===== config.mk =====
export PLATFORM = sky130hd
export DESIGN_NAME = mips_debug_unit
export DESIGN_NICKNAME = d
export VERILOG_FILES = /design/src/rtl/mips_dbg_pkg.sv /design/src/rtl/mips_debug_unit_serializer.sv /design/src/rtl/mips_debug_unit.sv
export SDC_FILE = /design/constraint.sdc
export NUM_CORES = 1
export LEC_CHECK = 0
export ABC_AREA = 1
export BUFFER_PORTS_ARGS = -buffer_cell sky130_fd_sc_hd__clkbuf_2
export CORE_MARGIN = 2
export CORE_UTILIZATION = 55
export CTS_CLUSTER_DIAMETER = 30
export DETAILED_ROUTE_END_ITERATION = 12
export PLACE_DENSITY = 0.79
export RECOVER_POWER = 50
export SYNTH_ARGS = -nofsm -noshare
export SYNTH_HDL_FRONTEND = slang
export SYNTH_HIERARCHICAL = 1
export SYNTH_SLANG_ARGS = --single-unit

===== constraint.sdc =====
create_clock -name clk -period 21.3 [get_ports clk]
set_input_delay 6.39 -clock clk [delete_from_list [all_inputs] [get_ports clk]]
set_output_delay 6.39 -clock clk [all_outputs]
set_load 0.02 [all_outputs]

===== src/rtl/mips_dbg_pkg.sv =====
// Shared types, command bytes and helpers for the MIPS byte-stream debug unit.
package mips_dbg_pkg;

    typedef enum logic [3:0] {
        ST_IDLE,
        ST_LOAD_CNT,
        ST_LOAD_BYTE,
        ST_LOAD_WRITE,
        ST_RUN,
        ST_STEP_WAIT,
        ST_STEP_EXEC,
        ST_SNAP,
        ST_DUMP
    } dbg_state_e;

    localparam logic [7:0] CMD_LOAD = 8'h4C;
    localparam logic [7:0] CMD_CONT = 8'h43;
    localparam logic [7:0] CMD_STEP = 8'h53;
    localparam logic [7:0] CMD_NEXT = 8'h4E;
    localparam logic [7:0] CMD_EXIT = 8'h45;

    // Snapshot length in words: PC, cycle count, registers, memory word.
    function automatic int unsigned dump_words(input int unsigned num_regs);
        return num_regs + 3;
    endfunction

    // States in which the unit is willing to take a host byte.
    function automatic logic accepts_rx(input dbg_state_e s);
        return (s == ST_IDLE) || (s == ST_LOAD_CNT) ||
               (s == ST_LOAD_BYTE) || (s == ST_STEP_WAIT);
    endfunction

    // States belonging to an instruction-memory load.
    function automatic logic in_load(input dbg_state_e s);
        return (s == ST_LOAD_CNT) || (s == ST_LOAD_BYTE) || (s == ST_LOAD_WRITE);
    endfunction

endpackage


===== src/rtl/mips_debug_unit_serializer.sv =====
// Emits one LEN_DATA word as BPW bytes over valid/ready, most significant byte first.
module dbg_word_serializer
    import mips_dbg_pkg::*;
#(
    parameter int unsigned LEN_DATA = 32
) (
    input  logic                clk,
    input  logic                reset,
    input  logic                load_i,
    input  logic [LEN_DATA-1:0] word_i,
    input  logic                tx_ready_i,
    output logic [7:0]          tx_data_o,
    output logic                tx_valid_o,
    output logic                done_c_o
);

    localparam int unsigned BPW   = LEN_DATA / 8;
    localparam int unsigned IDX_W = (BPW > 1) ? $clog2(BPW) : 1;

    logic [LEN_DATA-1:0] sh_q;
    logic [IDX_W-1:0]    idx_q;
    logic                valid_q;
    logic                last_c;

    assign last_c     = (idx_q == IDX_W'(BPW - 1));
    assign done_c_o   = valid_q & tx_ready_i & last_c;
    assign tx_data_o  = sh_q[LEN_DATA-1 -: 8];
    assign tx_valid_o = valid_q;

    // Shift register: load a word, advance one byte per accepted transfer.
    always_ff @(posedge clk) begin
        if (reset) begin
            sh_q    <= '0;
            idx_q   <= '0;
            valid_q <= 1'b0;
        end else if (load_i) begin
            sh_q    <= word_i;
            idx_q   <= '0;
            valid_q <= 1'b1;
        end else if (valid_q && tx_ready_i) begin
            if (last_c) begin
                valid_q <= 1'b0;
            end else begin
                sh_q  <= sh_q << 8;
                idx_q <= idx_q + IDX_W'(1);
            end
        end
    end

endmodule


===== src/rtl/mips_debug_unit.sv =====
// Byte-stream debug controller: loads instruction memory, runs/steps the pipeline, dumps a snapshot.
module mips_debug_unit
    import mips_dbg_pkg::*;
#(
    parameter int unsigned LEN_DATA = 32,
    parameter int unsigned LEN_ADDR = 8,
    parameter int unsigned NUM_REGS = 8
) (
    input  logic                         clk,
    input  logic                         reset,
    input  logic [7:0]                   rx_data,
    input  logic                         rx_valid,
    output logic                         rx_ready,
    output logic [7:0]                   tx_data,
    output logic                         tx_valid,
    input  logic                         tx_ready,
    output logic                         debug_flag,
    output logic [LEN_ADDR-1:0]          out_addr_mem_inst,
    output logic [LEN_DATA-1:0]          out_ins_to_mem,
    output logic                         wea_ram_inst,
    output logic                         mips_en,
    output logic                         mips_reset,
    input  logic                         halt_flag,
    input  logic [LEN_DATA-1:0]          in_pc,
    input  logic [NUM_REGS*LEN_DATA-1:0] in_regs,
    input  logic [LEN_DATA-1:0]          in_mem_word,
    output logic                         busy
);

    localparam int unsigned BPW        = LEN_DATA / 8;
    localparam int unsigned IDX_W      = (BPW > 1) ? $clog2(BPW) : 1;
    localparam int unsigned DUMP_WORDS = dump_words(NUM_REGS);
    localparam int unsigned WIDX_W     = $clog2(DUMP_WORDS);
    localparam int unsigned SNAP_W     = DUMP_WORDS * LEN_DATA;

    dbg_state_e          state_q, state_d;
    logic [LEN_ADDR-1:0] addr_q, addr_d;
    logic [LEN_DATA-1:0] word_q, word_d;
    logic [IDX_W-1:0]    byte_idx_q, byte_idx_d;
    logic [7:0]          wcnt_q, wcnt_d;
    logic [LEN_DATA-1:0] cycle_q, cycle_d;
    logic                step_q, step_d;
    logic                wea_q, wea_d;
    logic                en_q, en_d;
    logic                mrst_q, mrst_d;
    logic [WIDX_W-1:0]   widx_q, widx_d;
    logic                ser_load_q, ser_load_d;
    logic                rx_ready_q, debug_q, busy_q;
    logic [SNAP_W-1:0]   snap_q;

    logic                rx_fire_c;
    logic                ser_done_c;
    logic [LEN_DATA-1:0] ser_word_c;

    assign rx_fire_c  = rx_valid & rx_ready_q;
    assign ser_word_c = LEN_DATA'(snap_q >> (LEN_DATA * 32'(widx_q)));

    assign rx_ready          = rx_ready_q;
    assign debug_flag        = debug_q;
    assign busy              = busy_q;
    assign out_addr_mem_inst = addr_q;
    assign out_ins_to_mem    = word_q;
    assign wea_ram_inst      = wea_q;
    assign mips_reset        = mrst_q;
    // A sampled halt must stop the pipeline in the same cycle, so the enable is gated here.
    assign mips_en           = en_q & ~((state_q == ST_RUN) & halt_flag);

    // Next-state and next-output decode.
    always_comb begin
        state_d    = state_q;
        addr_d     = addr_q;
        word_d     = word_q;
        byte_idx_d = byte_idx_q;
        wcnt_d     = wcnt_q;
        cycle_d    = cycle_q;
        step_d     = step_q;
        wea_d      = 1'b0;
        en_d       = en_q;
        mrst_d     = 1'b0;
        widx_d     = widx_q;
        ser_load_d = 1'b0;

        case (state_q)
            ST_IDLE: begin
                step_d = 1'b0;
                if (rx_fire_c) begin
                    if (rx_data == CMD_LOAD) begin
                        state_d = ST_LOAD_CNT;
                    end else if (rx_data == CMD_CONT) begin
                        state_d = ST_RUN;
                        mrst_d  = 1'b1;
                        cycle_d = '0;
                    end else if (rx_data == CMD_STEP) begin
                        state_d = ST_STEP_WAIT;
                        mrst_d  = 1'b1;
                        cycle_d = '0;
                    end
                end
            end
            ST_LOAD_CNT: begin
                if (rx_fire_c) begin
                    if (rx_data == 8'd0) begin
                        state_d = ST_IDLE;
                    end else begin
                        wcnt_d     = rx_data;
                        addr_d     = '0;
                        byte_idx_d = '0;
                        state_d    = ST_LOAD_BYTE;
                    end
                end
            end
            ST_LOAD_BYTE: begin
                if (rx_fire_c) begin
                    word_d = (word_q << 8) | LEN_DATA'(rx_data);
                    if (byte_idx_q == IDX_W'(BPW - 1)) begin
                        byte_idx_d = '0;
                        wea_d      = 1'b1;
                        state_d    = ST_LOAD_WRITE;
                    end else begin
                        byte_idx_d = byte_idx_q + IDX_W'(1);
                    end
                end
            end
            ST_LOAD_WRITE: begin
                addr_d = addr_q + LEN_ADDR'(1);
                wcnt_d = wcnt_q - 8'd1;
                state_d = (wcnt_q == 8'd1) ? ST_IDLE : ST_LOAD_BYTE;
            end
            ST_RUN: begin
                // First RUN cycle is the pipeline restart; halt is only looked at once enabled.
                if (mrst_q) begin
                    en_d = 1'b1;
                end else if (en_q) begin
                    if (halt_flag) begin
                        en_d    = 1'b0;
                        state_d = ST_SNAP;
                    end else begin
                        cycle_d = cycle_q + LEN_DATA'(1);
                    end
                end
            end
            ST_STEP_WAIT: begin
                if (rx_fire_c) begin
                    if (rx_data == CMD_NEXT) begin
                        en_d    = 1'b1;
                        state_d = ST_STEP_EXEC;
                    end else if (rx_data == CMD_EXIT) begin
                        step_d  = 1'b0;
                        state_d = ST_IDLE;
                    end
                end
            end
            ST_STEP_EXEC: begin
                en_d    = 1'b0;
                cycle_d = cycle_q + LEN_DATA'(1);
                step_d  = 1'b1;
                state_d = ST_SNAP;
            end
            ST_SNAP: begin
                widx_d     = '0;
                ser_load_d = 1'b1;
                state_d    = ST_DUMP;
            end
            ST_DUMP: begin
                if (ser_done_c) begin
                    if (widx_q == WIDX_W'(DUMP_WORDS - 1)) begin
                        if (step_q && !halt_flag) begin
                            state_d = ST_STEP_WAIT;
                        end else begin
                            step_d  = 1'b0;
                            state_d = ST_IDLE;
                        end
                    end else begin
                        widx_d     = widx_q + WIDX_W'(1);
                        ser_load_d = 1'b1;
                    end
                end
            end
            default: state_d = ST_IDLE;
        endcase
    end

    // State and output registers.
    always_ff @(posedge clk) begin
        if (reset) begin
            state_q    <= ST_IDLE;
            addr_q     <= '0;
            word_q     <= '0;
            byte_idx_q <= '0;
            wcnt_q     <= '0;
            cycle_q    <= '0;
            step_q     <= 1'b0;
            wea_q      <= 1'b0;
            en_q       <= 1'b0;
            mrst_q     <= 1'b0;
            widx_q     <= '0;
            ser_load_q <= 1'b0;
            rx_ready_q <= 1'b1;
            debug_q    <= 1'b0;
            busy_q     <= 1'b0;
        end else begin
            state_q    <= state_d;
            addr_q     <= addr_d;
            word_q     <= word_d;
            byte_idx_q <= byte_idx_d;
            wcnt_q     <= wcnt_d;
            cycle_q    <= cycle_d;
            step_q     <= step_d;
            wea_q      <= wea_d;
            en_q       <= en_d;
            mrst_q     <= mrst_d;
            widx_q     <= widx_d;
            ser_load_q <= ser_load_d;
            rx_ready_q <= accepts_rx(state_d);
            debug_q    <= in_load(state_d);
            busy_q     <= (state_d != ST_IDLE);
        end
    end

    // Snapshot buffer, word 0 in the low bits: PC, count, reg0..regN-1, memory word.
    always_ff @(posedge clk) begin
        if (state_q == ST_SNAP) begin
            snap_q <= {in_mem_word, in_regs, cycle_q, in_pc};
        end
    end

    dbg_word_serializer #(
        .LEN_DATA (LEN_DATA)
    ) u_ser (
        .clk        (clk),
        .reset      (reset),
        .load_i     (ser_load_q),
        .word_i     (ser_word_c),
        .tx_ready_i (tx_ready),
        .tx_data_o  (tx_data),
        .tx_valid_o (tx_valid),
        .done_c_o   (ser_done_c)
    );

endmodule


==> results.cfg, run 1 <==
[logic_synthesis]
yosys-top-cells-area = edfxtp_1 52%, dfxtp_1 13%, nor2_1 7.1%
synthCells = 2010
synth.top_cell.area_share_pct = 51.7
async_reset_ff_share_pct = 0
synth_top_area_cell = edfxtp_1
synth_seq_cells = 485
yosysMostFrequentCell = nor2_1
yosysSeqAreaShare_pct = 64.7
ys_types = 44
ys_warn_count = 6
synth_area_mm2 = 0.0205
synth.top_cells.by_count = 387 x nor2_1, 352 x edfxtp_1, 314 x nand2_1, 252 x o21ai_0, 133 x dfxtp_1
syn_area_per_cell_um2 = 10.2
syn-num-nets = 2352
synth_edf_count = 352
synthFlopType = edfxtp_1

[power_and_ir_drop]
p_per_area_mw_per_mm2 = 106
vdd_drop_max_mv = 0.0754
p_total_mw = 2.75
power_leakage_nw = 10.0

[drt]
top_layer = met5
dr_wl_met2_um = 28200
route.detailed.drc = 0
ant_nets = 0
drt-vias-per-instance = 5.69
drt-pass1-iter-count = 6
vias = 16800
wl_met1_um = 23900
met3_wirelength_um = 5070
drt_wl_total_um = 59800
first_iter_violations = 1754
post_drt_wl_per_cell_um = 20.3

[floorplan]
die_w_um = 197
start_util_pct = 55.9
pin_count = 388
fp.coreArea_mm2 = 0.0366
die-area_mm2 = 0.0388
rows = 70
fp.dieH_um = 197

[finish]
final_layout_size_suffix_gt1_share_pct = 24.6
finalNetCount = 2735
syn_to_final_growth_pct = 26.9

[setup_path]
arrival_ns = 15.49
start_kind = flop
worst_ep_required_time_ns = 21.38
critPathMaxFanout = 211
worst_setup_path_end_kind = flop
crit_start = state_q[2]
path_class = flop to flop
r2r_start = state_q[2]

[sta]
setup_tns_ns = 0
finalCritPeriodShare_pct = 72.3
setup_viol_count_final = 0
max-slew-margin-rel_pct = -644
maxSlewViolCount = 365
final.min_clock_period_ns = 15.40
fin_skew_ns = 0.0271
hold_viol_final = 0
rsz0062_at_grt = no
worst_slack_ns = 5.90
clock.fmax_ghz = 0.0649
tightest_slew_ns = 11.16

[placement]
dp_hpwl_um = 39700
io_buffers = 387
routabilityCongestion = 0.951
pre_cts_ws_ns = 8.02

[clock_tree]
tritoncts = done
holdBufCountCts = 0
cts_buffers = 95
cts.clk_slew.worst_paths_ns = 0.05
postCtsSetupRepairBufs = 0
clk-insertion-delay-late_ns = 0.63
clock-sinks = 485
h-tree-depth = 3
clk_path_buf_depth = 3
ctsResizeCount = 0
root_buffer = clkbuf_16

[global_route]
grt_max_degree = 212
grtUsageTotal_pct = 30.1
grt_pass1_vias = 16100
grt_pass1_wl_um = 88900
grt_overflow = 0
antenna_found_initial = 7

[run_status]
violations = max-capacitance violations, max-slew violations
outcome = finished, violations left

[run]
drv_cap = 3

[hold_path]
min_from = cycle_q[17]
hp-class = flop to flop
==> layer usage <==
| metal | global-route usage, % | vias up |
|---|---|---|
| li1 | - | 7805 |
| met1 | 39.7 | 7988 |
| met2 | 47.6 | 796 |
| met3 | 6.66 | 163 |
| met4 | 14.9 | 2 |
| met5 | 0 | - |
==> final timing paths <==
check,endpoint,slack [ns],cells past startpoint
setup / recovery,snap_q[267],5.90,7
setup reg to reg,snap_q[267],5.90,7
hold reg to reg,snap_q[49],0.46,0
hold / removal,snap_q[49],0.46,0
==> power breakdown <==
group          switching [mW]  internal [mW]  total (mW)
combinational          0.0929         0.0507       0.144
clock                   0.517           1.05        1.56
sequential             0.0112           1.03        1.04
==> logic make-up after synthesis <==
group | synth area share, %
adders and majority gates | 0.550
DFF | 64.7
buffers and inverters | 4.72
and+or+nand+nor | 16.9
xor gates and xnor gates | 0.342
AOI/OAI and AO/OA | 12.8
==> per-stage QoR <==
step	util (%)	cells	hold WS (ns)	cell area [um2]
after floorplan	-	2010	0.425	20500
after global placement	61.6	2764	0.459	22600
after detailed placement	61.6	2764	0.454	22600
after CTS	71.0	2941	0.465	26000
after global routing	70.9	2947	0.480	26000
final	70.9	2947	0.459	26000
==> cell usage in the layout, fill, tap and decap left out, types with 20 or more instances in the layout <==
cell and count:
a21oi_1 81, a32o_1 24, clkbuf_16 95, clkbuf_2 387
dfxtp_1 129, edfxtp_1 352, inv_1 92, nand2_1 314
nand3_1 61, nand4_1 20, nor2_1 386, nor3_1 20
o211ai_1 57, o21ai_0 252
==> cell type report <==
cell class,instances,area (um2)
fill,2582,10600
tap,468,586
timing repair buffer,400,2020
antenna,6,15.0
clock buffer,104,2410
inverter,105,400
clock inverter,73,1020
multi-input combinational,1306,6270
sequential,485,13200
==> worst max-delay path, cell delays in order (launching register included) <==
cell and delay, ns:
dfxtp_1 0.40, inv_1 0.08, nor2_1 0.42, inv_1 0.20, nor2_4 0.11, clkbuf_1 7.70
clkbuf_1 2.22, clkbuf_1 3.55
==> state kept, by name (all words and copies together) (netlist names), 2 cells and up <==
name               flops
cycle_q               32
out_ins_to_mem        32
state_q                4
u_ser/idx_q            2
u_ser/sh_q            32
byte_idx_q             2
wcnt_q                 8
widx_q                 4
snap_q               352
out_addr_mem_inst      8
(Power assumes the default switching activity.)
==> inputs of run 2 (changes only) <==
--- a/config.mk
+++ b/config.mk
@@ -8,10 +8,10 @@
 export ABC_AREA = 1
 export BUFFER_PORTS_ARGS = -buffer_cell sky130_fd_sc_hd__clkbuf_2
 export CORE_MARGIN = 2
-export CORE_UTILIZATION = 55
+export CORE_UTILIZATION = 50
 export CTS_CLUSTER_DIAMETER = 30
 export DETAILED_ROUTE_END_ITERATION = 12
-export PLACE_DENSITY = 0.79
+export PLACE_DENSITY = 0.76
 export RECOVER_POWER = 50
 export SYNTH_ARGS = -nofsm -noshare
 export SYNTH_HDL_FRONTEND = slang
==> constraint.sdc (replaced) <==
create_clock -name clk -period 13.1 [get_ports clk]
set_input_delay 3.93 -clock clk [delete_from_list [all_inputs] [get_ports clk]]
set_output_delay 3.93 -clock clk [all_outputs]
set_load 0.02 [all_outputs]
==> results.cfg, run 2 (same netlist as run 1, synthesis figures left out) <==
[run_status]
outcome = finished, violations left
violations = max-capacitance violations, max-slew violations

[setup_path]
start_kind = input pin
ff2ff_path_depth = 6
path_class = input pin to output port
worst_setup_path_end_kind = output port
ff2ff_setup_slack_ns = 6.65
critPathMaxFanout = 3
arrival_ns = 4.42
crit_start = halt_flag
worst_ep_required_time_ns = 9.17
r2r_start = state_q[2]

[clock_tree]
clk-insertion-delay-late_ns = 0.63
h-tree-depth = 3
ctsResizeCount = 0
clock-sinks = 485
cts_buffers = 106
holdBufCountCts = 0
cts.clk_slew.worst_paths_ns = 0.05
postCtsSetupRepairBufs = 0
clk_path_buf_depth = 3
root_buffer = clkbuf_16
tritoncts = done

[placement]
routabilityCongestion = 0.893
io_buffers = 387
dp_hpwl_um = 40200

[finish]
final_layout_size_suffix_gt1_share_pct = 24.6
largest_register_ffs = 352
multi_input_area_mm2 = 0.00626
finish.utilization_pct = 64.5
regMostFlops = snap_q
finalNetCount = 2743
syn_to_final_growth_pct = 28.1
fill_cells = 3140
register_area_mm2 = 0.0132
mostFrequentLayoutCells = 387 x nor2_1, 387 x clkbuf_2, 352 x edfxtp_1, 314 x nand2_1, 252 x o21ai_0

[global_route]
grt_max_degree = 192
antenna_found_initial = 12
grt_overflow = 0
grt_pass1_wl_um = 90200
grtUsageTotal_pct = 28.0
grt_pass1_vias = 16100

[power_and_ir_drop]
p_clk_share_pct = 57.8
swShare_pct = 22.9
p_per_area_mw_per_mm2 = 174
p_seq_share_pct = 37.1
p_int_mw = 3.51
vdd_drop_max_mv = 0.126
p_comb_share_pct = 5.1
power_leakage_nw = 10.1
power.switching_mw = 1.04

[drt]
vias = 16800
drt_wl_total_um = 61400
route.detailed.drc = 0
drt-vias-per-instance = 5.54
drt-pass1-iter-count = 6
first_iter_violations = 1828
post_drt_wl_per_cell_um = 20.2
ant_nets = 0

[sta]
final.min_clock_period_ns = 8.35
maxSlewViolCount = 168
rsz0062_at_grt = no
fin_skew_ns = 0.0235
clock.fmax_ghz = 0.120
finalCritPeriodShare_pct = 63.7
hold_viol_final = 0
tightest_slew_ns = 5.29
setup_tns_ns = 0
max-slew-margin-rel_pct = -253
setup_viol_count_final = 0

[floorplan]
fp.dieH_um = 206
start_util_pct = 50.3
die-area_mm2 = 0.0426
die_w_um = 206
rows = 74
fp.coreArea_mm2 = 0.0406
pin_count = 388

[hold_path]
min_from = u_ser/sh_q[13]
whs_path_depth = 2
hp-class = flop to flop

[run]
drv_cap = 2
==> run 2: power by group through the flow <==
stage          clock (mW)  combinational (mW)  sequential [mW]
2_1_floorplan           0               0.127             1.73
3_3_place_gp            0               0.226             1.71
3_5_place_dp            0               0.230             1.71
4_1_cts              2.65               0.232             1.69
5_1_grt              2.73               0.259             1.69
6_report             2.63               0.233             1.69
==> run 2: path summary, 6_finish.rpt <==
check                   endpoint
hold reg to reg   u_ser/sh_q[13]
setup / recovery         mips_en
setup reg to reg     snap_q[317]
hold / removal    u_ser/sh_q[13]
==> run 2: critical path, stage by stage <==
cell and delay [ns]:
clkbuf_2 0.09, inv_1 0.07, nand2_1 0.08, nand2_1 0.08, clkbuf_2 0.16
==> run 2: metrics by stage <==
stage                     area, um2  instances  total power, mW  hold WS, ns  worst slack [ns]
final                         26200       3039             4.55        0.479              4.75
after CTS                     26200       3026             4.57        0.484              4.75
after global placement        22600       2825             1.94        0.462              4.76
after detailed placement      22600       2825             1.94        0.473              4.75
after floorplan               20500       2010             1.85        0.425              2.15
after global routing          26200       3039             4.68        0.494              4.72
==> run 2: layer usage <==
| metal | track usage [%] | wire length [um] | up-vias |
|---|---|---|---|
| met1 | 36.6 | 24200 | 8018 |
| met3 | 6.12 | 5130 | 151 |
| met2 | 45.1 | 29700 | 833 |
| met5 | 0 | 0 | - |
| met4 | 12.2 | 2320 | 0 |
| li1 | - | - | 7844 |
==> run 2: final cells by class <==
class | count | share of cell area, %
clock buffer | 123 | 10.6
timing repair buffer | 397 | 7.70
antenna | 13 | 0.124
inverter | 105 | 1.53
multi-input combinational | 1306 | 23.9
sequential | 485 | 50.5
clock inverter | 78 | 3.11
tap | 532 | 2.54
==> inputs of run 3 (changes only) <==
--- a/config.mk
+++ b/config.mk
@@ -8,10 +8,10 @@
 export ABC_AREA = 1
 export BUFFER_PORTS_ARGS = -buffer_cell sky130_fd_sc_hd__clkbuf_2
 export CORE_MARGIN = 2
-export CORE_UTILIZATION = 50
+export CORE_UTILIZATION = 55
 export CTS_CLUSTER_DIAMETER = 30
 export DETAILED_ROUTE_END_ITERATION = 12
-export PLACE_DENSITY = 0.76
+export PLACE_DENSITY = 0.79
 export RECOVER_POWER = 50
 export SYNTH_ARGS = -nofsm -noshare
 export SYNTH_HDL_FRONTEND = slang
==> constraint.sdc (replaced) <==
create_clock -name clk -period 7.7 [get_ports clk]
set_input_delay 2.31 -clock clk [delete_from_list [all_inputs] [get_ports clk]]
set_output_delay 2.31 -clock clk [all_outputs]
set_load 0.02 [all_outputs]
==> results.cfg, run 3 (same netlist as run 1, synthesis figures left out) <==
[floorplan]
start_util_pct = 55.9
die_w_um = 197
fp.coreArea_mm2 = 0.0366
die-area_mm2 = 0.0388
pin_count = 388
rows = 70
fp.dieH_um = 197

[power_and_ir_drop]
p_clk_share_pct = 57.7
p_per_area_mw_per_mm2 = 296
p_total_mw = 7.72
swShare_pct = 23.2
power_leakage_nw = 10.0
p_int_mw = 5.92
power.switching_mw = 1.79
p_seq_share_pct = 37.2
vdd_drop_max_mv = 0.231
p_comb_share_pct = 5.1

[setup_path]
critPathMaxFanout = 3
arrival_ns = 2.80
ff2ff_setup_slack_ns = 4.09
path_buf_inv = 3
path_delay_family = buffers and inverters
setup.worst_path.end = mips_en
crit_start = halt_flag
worst_ep_required_time_ns = 5.39
ff2ff_path_depth = 11
worstPathCellList = clkbuf_2 -> inv_1 -> nand2_1 -> nand2_1 -> clkbuf_2
worst_setup_path_end_kind = output port
r2r_end = u_ser/sh_q[29]
slowest_delay_ns = 0.16
cp_slowest_cell = clkbuf_2
cp.depth = 5
r2r_start = widx_q[0]
path_class = input pin to output port
start_kind = input pin

[drt]
post_drt_wl_per_cell_um = 20.4
drt-pass1-iter-count = 6
ant_nets = 0
drt-vias-per-instance = 5.71
drt_wl_total_um = 60400
dr_wl_met2_um = 28500
first_iter_violations = 1913
wl_met1_um = 24000
met3_wirelength_um = 5310
top_layer = met4
route.detailed.drc = 0
vias = 16900

[run_status]
outcome = finished, final reports clean

[placement]
routabilityCongestion = 0.994
pre_cts_ws_ns = 2.60
dp_hpwl_um = 39200
io_buffers = 387

[finish]
finalNetCount = 2742
mostFrequentLayoutCells = 387 x nor2_1, 360 x clkbuf_2, 352 x edfxtp_1, 314 x nand2_1, 252 x o21ai_0
finish.utilization_pct = 71.2
largest_register_ffs = 352
syn_to_final_growth_pct = 27.5
regMostFlops = snap_q
final_layout_size_suffix_gt1_share_pct = 24.0
layout_commonest_cell = nor2_1

[clock_tree]
clk-insertion-delay-late_ns = 0.62
tritoncts = done
clk_path_buf_depth = 3
postCtsSetupRepairBufs = 0
cts.clk_slew.worst_paths_ns = 0.05
ctsResizeCount = 0
root_buffer = clkbuf_16
holdBufCountCts = 0
clock-sinks = 485
cts_buffers = 102
h-tree-depth = 3

[global_route]
grtUsageTotal_pct = 30.7
grt_overflow = 0
grt_pass1_vias = 16400
grt_max_degree = 212
antenna_found_initial = 5
grt_pass1_wl_um = 90700

[sta]
max-slew-margin-rel_pct = 25.1
maxSlewViolCount = 0
clock.fmax_ghz = 0.196
setup_tns_ns = 0
hold_viol_final = 0
worst_slack_ns = 2.59
setup_viol_count_final = 0
finalCritPeriodShare_pct = 66.4
rsz0062_at_grt = no
fin_skew_ns = 0.0235
tightest_slew_ns = 1.12
final.min_clock_period_ns = 5.11

[run]
drv_cap = 0

[hold_path]
whs_path_depth = 0
hp-class = flop to flop
==> run 3: metal layers <==
metal | GRT usage [%] | vias to the layer above
li1 | - | 7837
met1 | 40.5 | 8012
met2 | 49.1 | 904
met3 | 6.61 | 176
met4 | 13.8 | 0
met5 | 0 | -
==> run 3: worst min path at each step <==
| stage | from | slack (ns) | to |
|---|---|---|---|
| after CTS | cycle_q[8] | 0.47 | snap_q[40] |
| after global routing | u_ser/sh_q[25] | 0.51 | u_ser/sh_q[25] |
| after detailed placement | cycle_q[8] | 0.47 | snap_q[40] |
| final | cycle_q[8] | 0.47 | snap_q[40] |
| after floorplan | cycle_q[17] | 0.42 | snap_q[49] |
| after global placement | u_ser/sh_q[8] | 0.46 | u_ser/sh_q[8] |
==> run 3: power by group through the flow <==
stage | Sequential (mW) | Clock [mW] | Combinational (mW)
after floorplan | 2.94 | 0 | 0.216
after global placement | 2.92 | 0 | 0.384
after detailed placement | 2.92 | 0 | 0.391
after CTS | 2.87 | 4.48 | 0.396
after global routing | 2.87 | 4.61 | 0.436
final | 2.87 | 4.45 | 0.395
==> run 3: metrics by stage <==
stage          hold WS [ns]  cell area, um2  cells
6_report              0.466           26100   2964
5_1_grt               0.506           26100   2963
4_1_cts               0.468           26100   2958
3_5_place_dp          0.466           22600   2764
3_3_place_gp          0.463           22600   2764
2_1_floorplan         0.425           20500   2010
==> run 3: layout make-up <==
class                   count  area [um2]
flip-flops and latches    485       13200
clock buffers             122        2750
repair buffers            400        2010
multi-input cells        1306        6260
clock inverters            72         820
diodes                      6        15.0
fillers                  2588       10500
well taps                 468         586
inverters                 105         400
